===== config.mk =====
export PLATFORM = sky130hd
export DESIGN_NAME = seg_mux_n
export DESIGN_NICKNAME = d
export VERILOG_FILES = /design/src/rtl/seg_mux_n.sv
export SDC_FILE = /design/constraint.sdc
export NUM_CORES = 1
export LEC_CHECK = 0
export CORE_MARGIN = 5
export CORE_UTILIZATION = 30
export CTS_BUF_LIST = sky130_fd_sc_hd__clkbuf_2
export DETAILED_ROUTE_END_ITERATION = 8
export GPL_TIMING_DRIVEN = 0
export PLACE_DENSITY = 0.56
export SLEW_MARGIN = 20
export SYNTH_ARGS = -nofsm -noshare
export SYNTH_HDL_FRONTEND = slang
export SYNTH_SLANG_ARGS = --single-unit

===== constraint.sdc =====
create_clock -name clk -period 2.02 [get_ports clk]
set_clock_uncertainty 0.2 [all_clocks]
set_input_delay 0.202 -clock clk [delete_from_list [all_inputs] [get_ports clk]]
set_output_delay 0.202 -clock clk [all_outputs]
set_load 0.1 [all_outputs]

===== src/rtl/seg_mux_n.sv =====
// Time-multiplexed 7-segment driver: scans N_DIGITS hex digits with a dark
// gap between slots, optional per-digit blanking and leading-zero suppression.
module seg_mux_n #(
  parameter int N_DIGITS    = 2,
  parameter int DIV_COUNT   = 24000,
  parameter int DEAD_CYCLES = 100
) (
  input  logic                    clk,
  input  logic                    reset,
  input  logic [4*N_DIGITS-1:0]   digits,
  input  logic                    load,
  input  logic [N_DIGITS-1:0]     blank_mask,
  input  logic                    lzs_en,
  output logic [6:0]              seg,
  output logic [N_DIGITS-1:0]     anode,
  output logic                    frame_done
);

  localparam int IW   = (N_DIGITS > 1) ? $clog2(N_DIGITS) : 1;
  localparam int CMAX = (DIV_COUNT > DEAD_CYCLES) ? DIV_COUNT : DEAD_CYCLES;
  localparam int CW   = (CMAX > 1) ? $clog2(CMAX) : 1;

  localparam logic [CW-1:0] DIV_LAST  = CW'(DIV_COUNT - 1);
  localparam logic [CW-1:0] DEAD_LAST = CW'((DEAD_CYCLES > 0) ? DEAD_CYCLES - 1 : 0);
  localparam logic [IW-1:0] IDX_LAST  = IW'(N_DIGITS - 1);

  typedef enum logic {BLANK, DRIVE} state_t;

  localparam state_t RST_STATE = (DEAD_CYCLES == 0) ? DRIVE : BLANK;

  state_t                  state;
  logic [CW-1:0]           cnt;
  logic [IW-1:0]           idx;
  logic [4*N_DIGITS-1:0]   shadow;
  logic [N_DIGITS-1:0]     blank_q;
  logic                    lzs_q;

  // blank_mask/lzs_en are resampled every cycle so they act live, yet keep
  // the outputs free of any combinational path from data inputs.
  always_ff @(posedge clk or negedge reset) begin
    if (!reset) begin
      state   <= RST_STATE;
      cnt     <= '0;
      idx     <= '0;
      shadow  <= '0;
      blank_q <= '0;
      lzs_q   <= 1'b0;
    end else begin
      blank_q <= blank_mask;
      lzs_q   <= lzs_en;
      if (load) shadow <= digits;
      case (state)
        BLANK: begin
          if (cnt == DEAD_LAST) begin
            cnt   <= '0;
            state <= DRIVE;
          end else begin
            cnt <= cnt + CW'(1);
          end
        end
        DRIVE: begin
          if (cnt == DIV_LAST) begin
            cnt   <= '0;
            idx   <= (idx == IDX_LAST) ? '0 : idx + IW'(1);
            state <= (DEAD_CYCLES == 0) ? DRIVE : BLANK;
          end else begin
            cnt <= cnt + CW'(1);
          end
        end
        default: begin
          cnt   <= '0;
          state <= RST_STATE;
        end
      endcase
    end
  end

  logic [3:0] nib;
  logic       hi_zero;
  logic       mask_bit;
  logic       dark;
  logic       lit;

  always_comb begin
    nib      = 4'h0;
    hi_zero  = 1'b1;
    mask_bit = 1'b0;
    for (int i = 0; i < N_DIGITS; i++) begin
      if (int'(idx) == i) begin
        nib      = shadow[4*i +: 4];
        mask_bit = blank_q[i];
      end
      if (i >= int'(idx) && shadow[4*i +: 4] != 4'h0) hi_zero = 1'b0;
    end
  end

  assign dark = mask_bit || (lzs_q && hi_zero && (idx != '0));
  // Gating with the reset pin darkens the display in the same timestep the
  // reset is asserted, even when the reset state is DRIVE.
  assign lit  = reset && (state == DRIVE) && !dark;

  always_comb begin
    seg = 7'b1111111;
    if (lit) begin
      case (nib)
        4'h0: seg = 7'b1000000;
        4'h1: seg = 7'b1111001;
        4'h2: seg = 7'b0100100;
        4'h3: seg = 7'b0110000;
        4'h4: seg = 7'b0011001;
        4'h5: seg = 7'b0010010;
        4'h6: seg = 7'b0000010;
        4'h7: seg = 7'b1111000;
        4'h8: seg = 7'b0000000;
        4'h9: seg = 7'b0010000;
        4'hA: seg = 7'b0001000;
        4'hB: seg = 7'b0000011;
        4'hC: seg = 7'b1000110;
        4'hD: seg = 7'b0100001;
        4'hE: seg = 7'b0000110;
        default: seg = 7'b0001110;
      endcase
    end
  end

  always_comb begin
    anode = '1;
    for (int i = 0; i < N_DIGITS; i++) begin
      if (lit && int'(idx) == i) anode[i] = 1'b0;
    end
  end

  assign frame_done = reset && (state == DRIVE) && (cnt == DIV_LAST) && (idx == IDX_LAST);

endmodule


# Word level (Yosys, flattened, before mapping)
# Memories as Yosys holds them, arrays and structs flattened.
# Cells that the tools add are included.
# word_totals
ff_bits,28
output_inout_bits,10
n_memories,1
rom_bits,112
wordCells,42
inputBits,14
# op_classes
n_lt_le_gt_ge,1
n_bitwise,2
n_mux,14
reduce_logical,14
eq_ne,2
add_sub_neg,2
# memory_table
name,depth,word_bits,read_ports,rd_ports_with_merged_regs,write_ports,line_no,text
(name not given),16,7,1,0,0,105,case (nib)
# ops
cell,count
$mux W15,2
$pmux W15 S2,1
$add A15 B1 Y15 const B,1
$eq A15 B15 Y1 const B,1
$eq A15 B7 Y1 const B,1
$logic_and A1 B1 Y1,9
$mux W1,8
$reduce_bool A4 Y1,2
$mux W7,1
$mux W4,1
$not A1 Y1,2
$pmux W1 S2,1
$reduce_and A2 Y1,1
$add A1 B1 Y1 const B,1
$ge A1 B1 Y1 const A,1
$logic_not A1 Y1,1
$logic_or A1 B1 Y1,1

# Longest topological paths before layout
# logic_depth
depth_word,11
depth_mapped,7
ltp_nobuf,6

# Least setup slack after synthesis
# No wires, ideal clock.
# synth_timing
path_kind,register to output
from,reg idx
to,out seg[2]
n_path_buf,1
required_time_ns,1.618
path_stages_with_launch,6
arrival_time_ns,3.409
setup_slack_ns,-1.791
cell_sequence,dfrtp_1 > buf_6 > mux2_2 > inv_1 > ha_1 > o311ai_1
# synth_between
elab_chain_cells,10
word_cells_on_any_way,13
classes_between,order compare (1); mux (5); reduce/logical (6); memory (1)
# synth_lines
item,line_no,text
"start, declared",33,logic [IW-1:0] idx;
"start signal, assigned",64,idx <= (idx == IDX_LAST) ? '0 : idx + IW'(1);
$ge A1 B1 Y1,93,if (i >= int'(idx) && shadow[4*i +: 4] != 4'h0) hi_zero = 1'b0;
$logic_and A1 B1 Y1,93,
$mux W1 (2 in series),93,
$logic_and A1 B1 Y1 (2 in series),97,assign dark = mask_bit || (lzs_q && hi_zero && (idx != '0));
$logic_or A1 B1 Y1,97,
$logic_not A1 Y1,100,assign lit = reset && (state == DRIVE) && !dark;
$logic_and A1 B1 Y1,100,
$mux W7 *,104,if (lit) begin
"end, declared",14,"output logic [6:0] seg,"
# Mark *: on every way between the ends. The rest lies on a longest branch, timed or not.

# Worst setup path in the final report
# layout_timing
from,reg idx
to,out seg[0]
# Same word-level chain as after synthesis.

==> flow_metrics.tcl <==
set metrics [dict create \
    status "complete, but fails checks" \
    violations "setup timing" \
    start_util_pct 30.39 \
    detailedPlacementHpwl_mm 2.685 \
    report.final.hold_viol_count 0 \
    cp_slowest_cell "dfrtp_1" \
    path_max_fanout 5 \
    dieWidth_um 84 \
    multi_input_comb_area_um2 1159 \
    drcViolationCount 0 \
    timing.max_cap.violations 0 \
    timing.hold.worst_path_depth 1 \
    overflow 0 \
    worstRegToRegCells 6 \
    timing_worst_setup_path_type "flop to output pin" \
    yosysTopAreaCellShare_pct 42.65 \
    htree_num_levels 1 \
    setup_viol 9 \
    ctsLongestPathBuffers 2 \
    max_stage_delay_ns 0.43 \
    synthToLayoutAreaGrowth_pct 60.17 \
    critPathRequiredTime_ns 1.62 \
    tritoncts "built" \
    grt.total_usage_pct 11.95 \
    finalNetCount 231 \
    synth_area_per_cell_um2 11.10 \
    timing.hold.worst.start "blank_mask[0]" \
    synth_area_leader_cell "dfrtp_1" \
    first_pass_iters 4 \
    clock.fmax_mhz 396.6 \
    synth_warnings 0 \
    critical_path_arrival_ns 2.12 \
    post-place-ws_ns -1.167 \
    synth_cells 148 \
    placementRows 27 \
    postLayoutSetupSlackWorst_ns -0.5013 \
    layout-drive-gt1-share_pct 54.33 \
    cts_made_buffers 3 \
    grt_start_max_net_pins 29 \
    dieArea_um2 7056 \
    worst_setup_path_start_kind "flop" \
    initial_antenna_violation_count 0 \
    placeable_core_region_um2 5405 \
    gp_congestion 0.7980 \
    vias_in_the_first_global_route 1451 \
    routed_via_density 4.825 \
    final-seq-area_um2 708.2 \
    period_utilisation_layout_pct 124.8 \
    drt_iter0_drc 46 \
    root_buffer "clkbuf_2" \
    yosysSeqAreaShare_pct 42.65 \
    netlist_top_cells_area "dfrtp_1 (43%), xnor2_1 (7.5%), mux2_2 (6.9%), ha_1 (5.3%), nor2_2 (4.2%)" \
    rsz_0062_raised_after_global_routing "yes" \
    grt_pass1_wl_mm 6.969 \
    detailroute.via_count 1351 \
    finalWirelength_mm 4.090 \
    synth_cell_type_count 38 \
    detail_route.wl_per_cell_um 14.61 \
    transition_time_at_the_pin_with_the_least_slew_margin_ns 0.4634 \
    static-leakage-power_uw 0.001040 \
    placement.io_buffers 22 \
    path_clk_slew_ns 0.24 \
    layout.core_utilization_pct 48.68 \
    whs_endpoint "blank_q[0]" \
    timing.hold.worst.class "input pin to flop" \
    fin_tns_setup_ns -3.811 \
    timing.rr.end "cnt[7]" \
    vdd.ir_drop.worst_mv 0.2433 \
    mappedNetlistArea_um2 1643 \
    worst_r2r_startpoint "cnt[10]" \
    detail-route-antenna-nets 0 \
    finalHoldWorstSlack_ns 0.04029 \
    clock_sink_count 28 \
    worst-r2r-setup-slack_ns 0.13 \
    clkLatencyLatePin_ns 0.36 \
    postSynthRegisterBits 28 \
    pin_count 24 \
    worst_slew_margin_rel_pct 69.11 \
    setup.worst_path.end_class "output pin" \
    finalMaxSlewViolations 0 \
    die_height_um 84 \
    syn-num-nets 169 \
    antennaDiodeCount 0 \
    power.density_nw_per_um2 398.1 \
    worstPathCellList "buf_6 -> buf_4 -> mux2_4 -> or3_4 -> o221ai_4 -> nand2_4 -> buf_12" \
    n_fill_cell 484 \
    total_power_uw 1047 \
    period_minus_slack_ns 2.521 \
]
==> cells by family after synthesis <==
kind of cell / after synthesis / synth area share [%]
and+or+nand+nor: 61 / 22.39
buffers and inverters: 8 / 3.198
xor gates and xnor gates: 15 / 7.997
muxes: 16 / 11.58
AOI/OAI and AO/OA: 13 / 6.855
DFF: 28 / 42.65
adders and majority gates: 7 / 5.331
==> per-layer routing <==
layer / routed length (um) / vias up / GRT usage [%]
met5: 0 / - / 0
met4: 24 / 0 / 2.193
met3: 158 / 6 / 1.777
met2: 2325 / 34 / 23.72
met1: 1581 / 655 / 13.35
li1: - / 656 / -
==> registers in the layout, summed over array words and instances (netlist names) <==
register / cells
blank_q: 2
cnt: 15
idx: 1
lzs_q: 1
shadow: 8
state: 1
==> repair_timing <==
action                     4_1_cts  5_1_grt
hold endpoints to repair        28        0
pin swaps                       13        5
setup endpoints to repair       10       10
resized for setup              105       18
hold buffers                     2        0
buffers inserted                26        7
==> critical path, delay by kind of cell (launching register included) <==
family | cells | cell delay [ns]
buf+inv | 3 | 0.45
flops | 1 | 0.43
compound gates | 1 | 0.08
simple gates | 2 | 0.47
mux | 1 | 0.33
==> synth_stat cells (all sizes together) <==
library cell and n:
a2111o 1, a21o 1, a21oi 2, a31o 1, and2 1, and3 2, and4 1, and4b 1
and4bb 1, buf 3, clkbuf 1, dfrtp 28, ha 7, inv 4, mux2 11, mux2i 5
nand2 12, nand3 7, nand4 6, nor2 18, nor2b 2, nor3 5, nor4 3, nor4b 1
o211ai 3, o221ai 4, o311ai 1, or3 1, xnor2 14, xor2 1
==> how the worst max path moves through the flow <==
stage / end / startpoint / depth (start not counted)
final: seg[0] / idx / 7
after global placement: seg[5] / reset / 6
after global routing: seg[6] / idx / 7
after detailed placement: seg[5] / reset / 6
after floorplan: seg[3] / idx / 6
after CTS: seg[0] / idx / 7
==> cell usage in the layout (no fill, tap or decap), types with 4 or more instances in the layout <==
cell type        instances
nor2_2                  11
ha_4                     5
nor2_1                   4
dfrtp_1                 22
buf_12                   9
buf_6                    8
nand2_1                  9
mux2_2                   8
xnor2_1                 14
nor3_1                   5
dfrtp_2                  6
nand4_1                  5
clkdlybuf4s50_1         11
buf_4                   28
==> report_power, final <==
| group | leakage [uW] | switching (uW) | internal (uW) |
|---|---|---|---|
| Clock | 0.0000125 | 148 | 40.4 |
| Sequential | 0.000344 | 15.9 | 580 |
| Combinational | 0.000683 | 129 | 134 |
| Total | 0.00104 | 293 | 754 |
==> cell type report <==
type                       instances  area share (%)
tap                               72           3.424
inverter                           4          0.7608
clock buffer                       3          0.5706
timing repair buffer              57           22.87
multi-input combinational        112           44.03
sequential                        28           26.91
buffer                             4           1.427
==> stage by stage <==
stage	instances	instance area [um2]
after floorplan	148	1758
after global placement	242	2068
after detailed placement	242	2063
after CTS	273	2491
after global routing	280	2631
final	280	2631
Note: power is estimated with default switching activity, not from simulation.
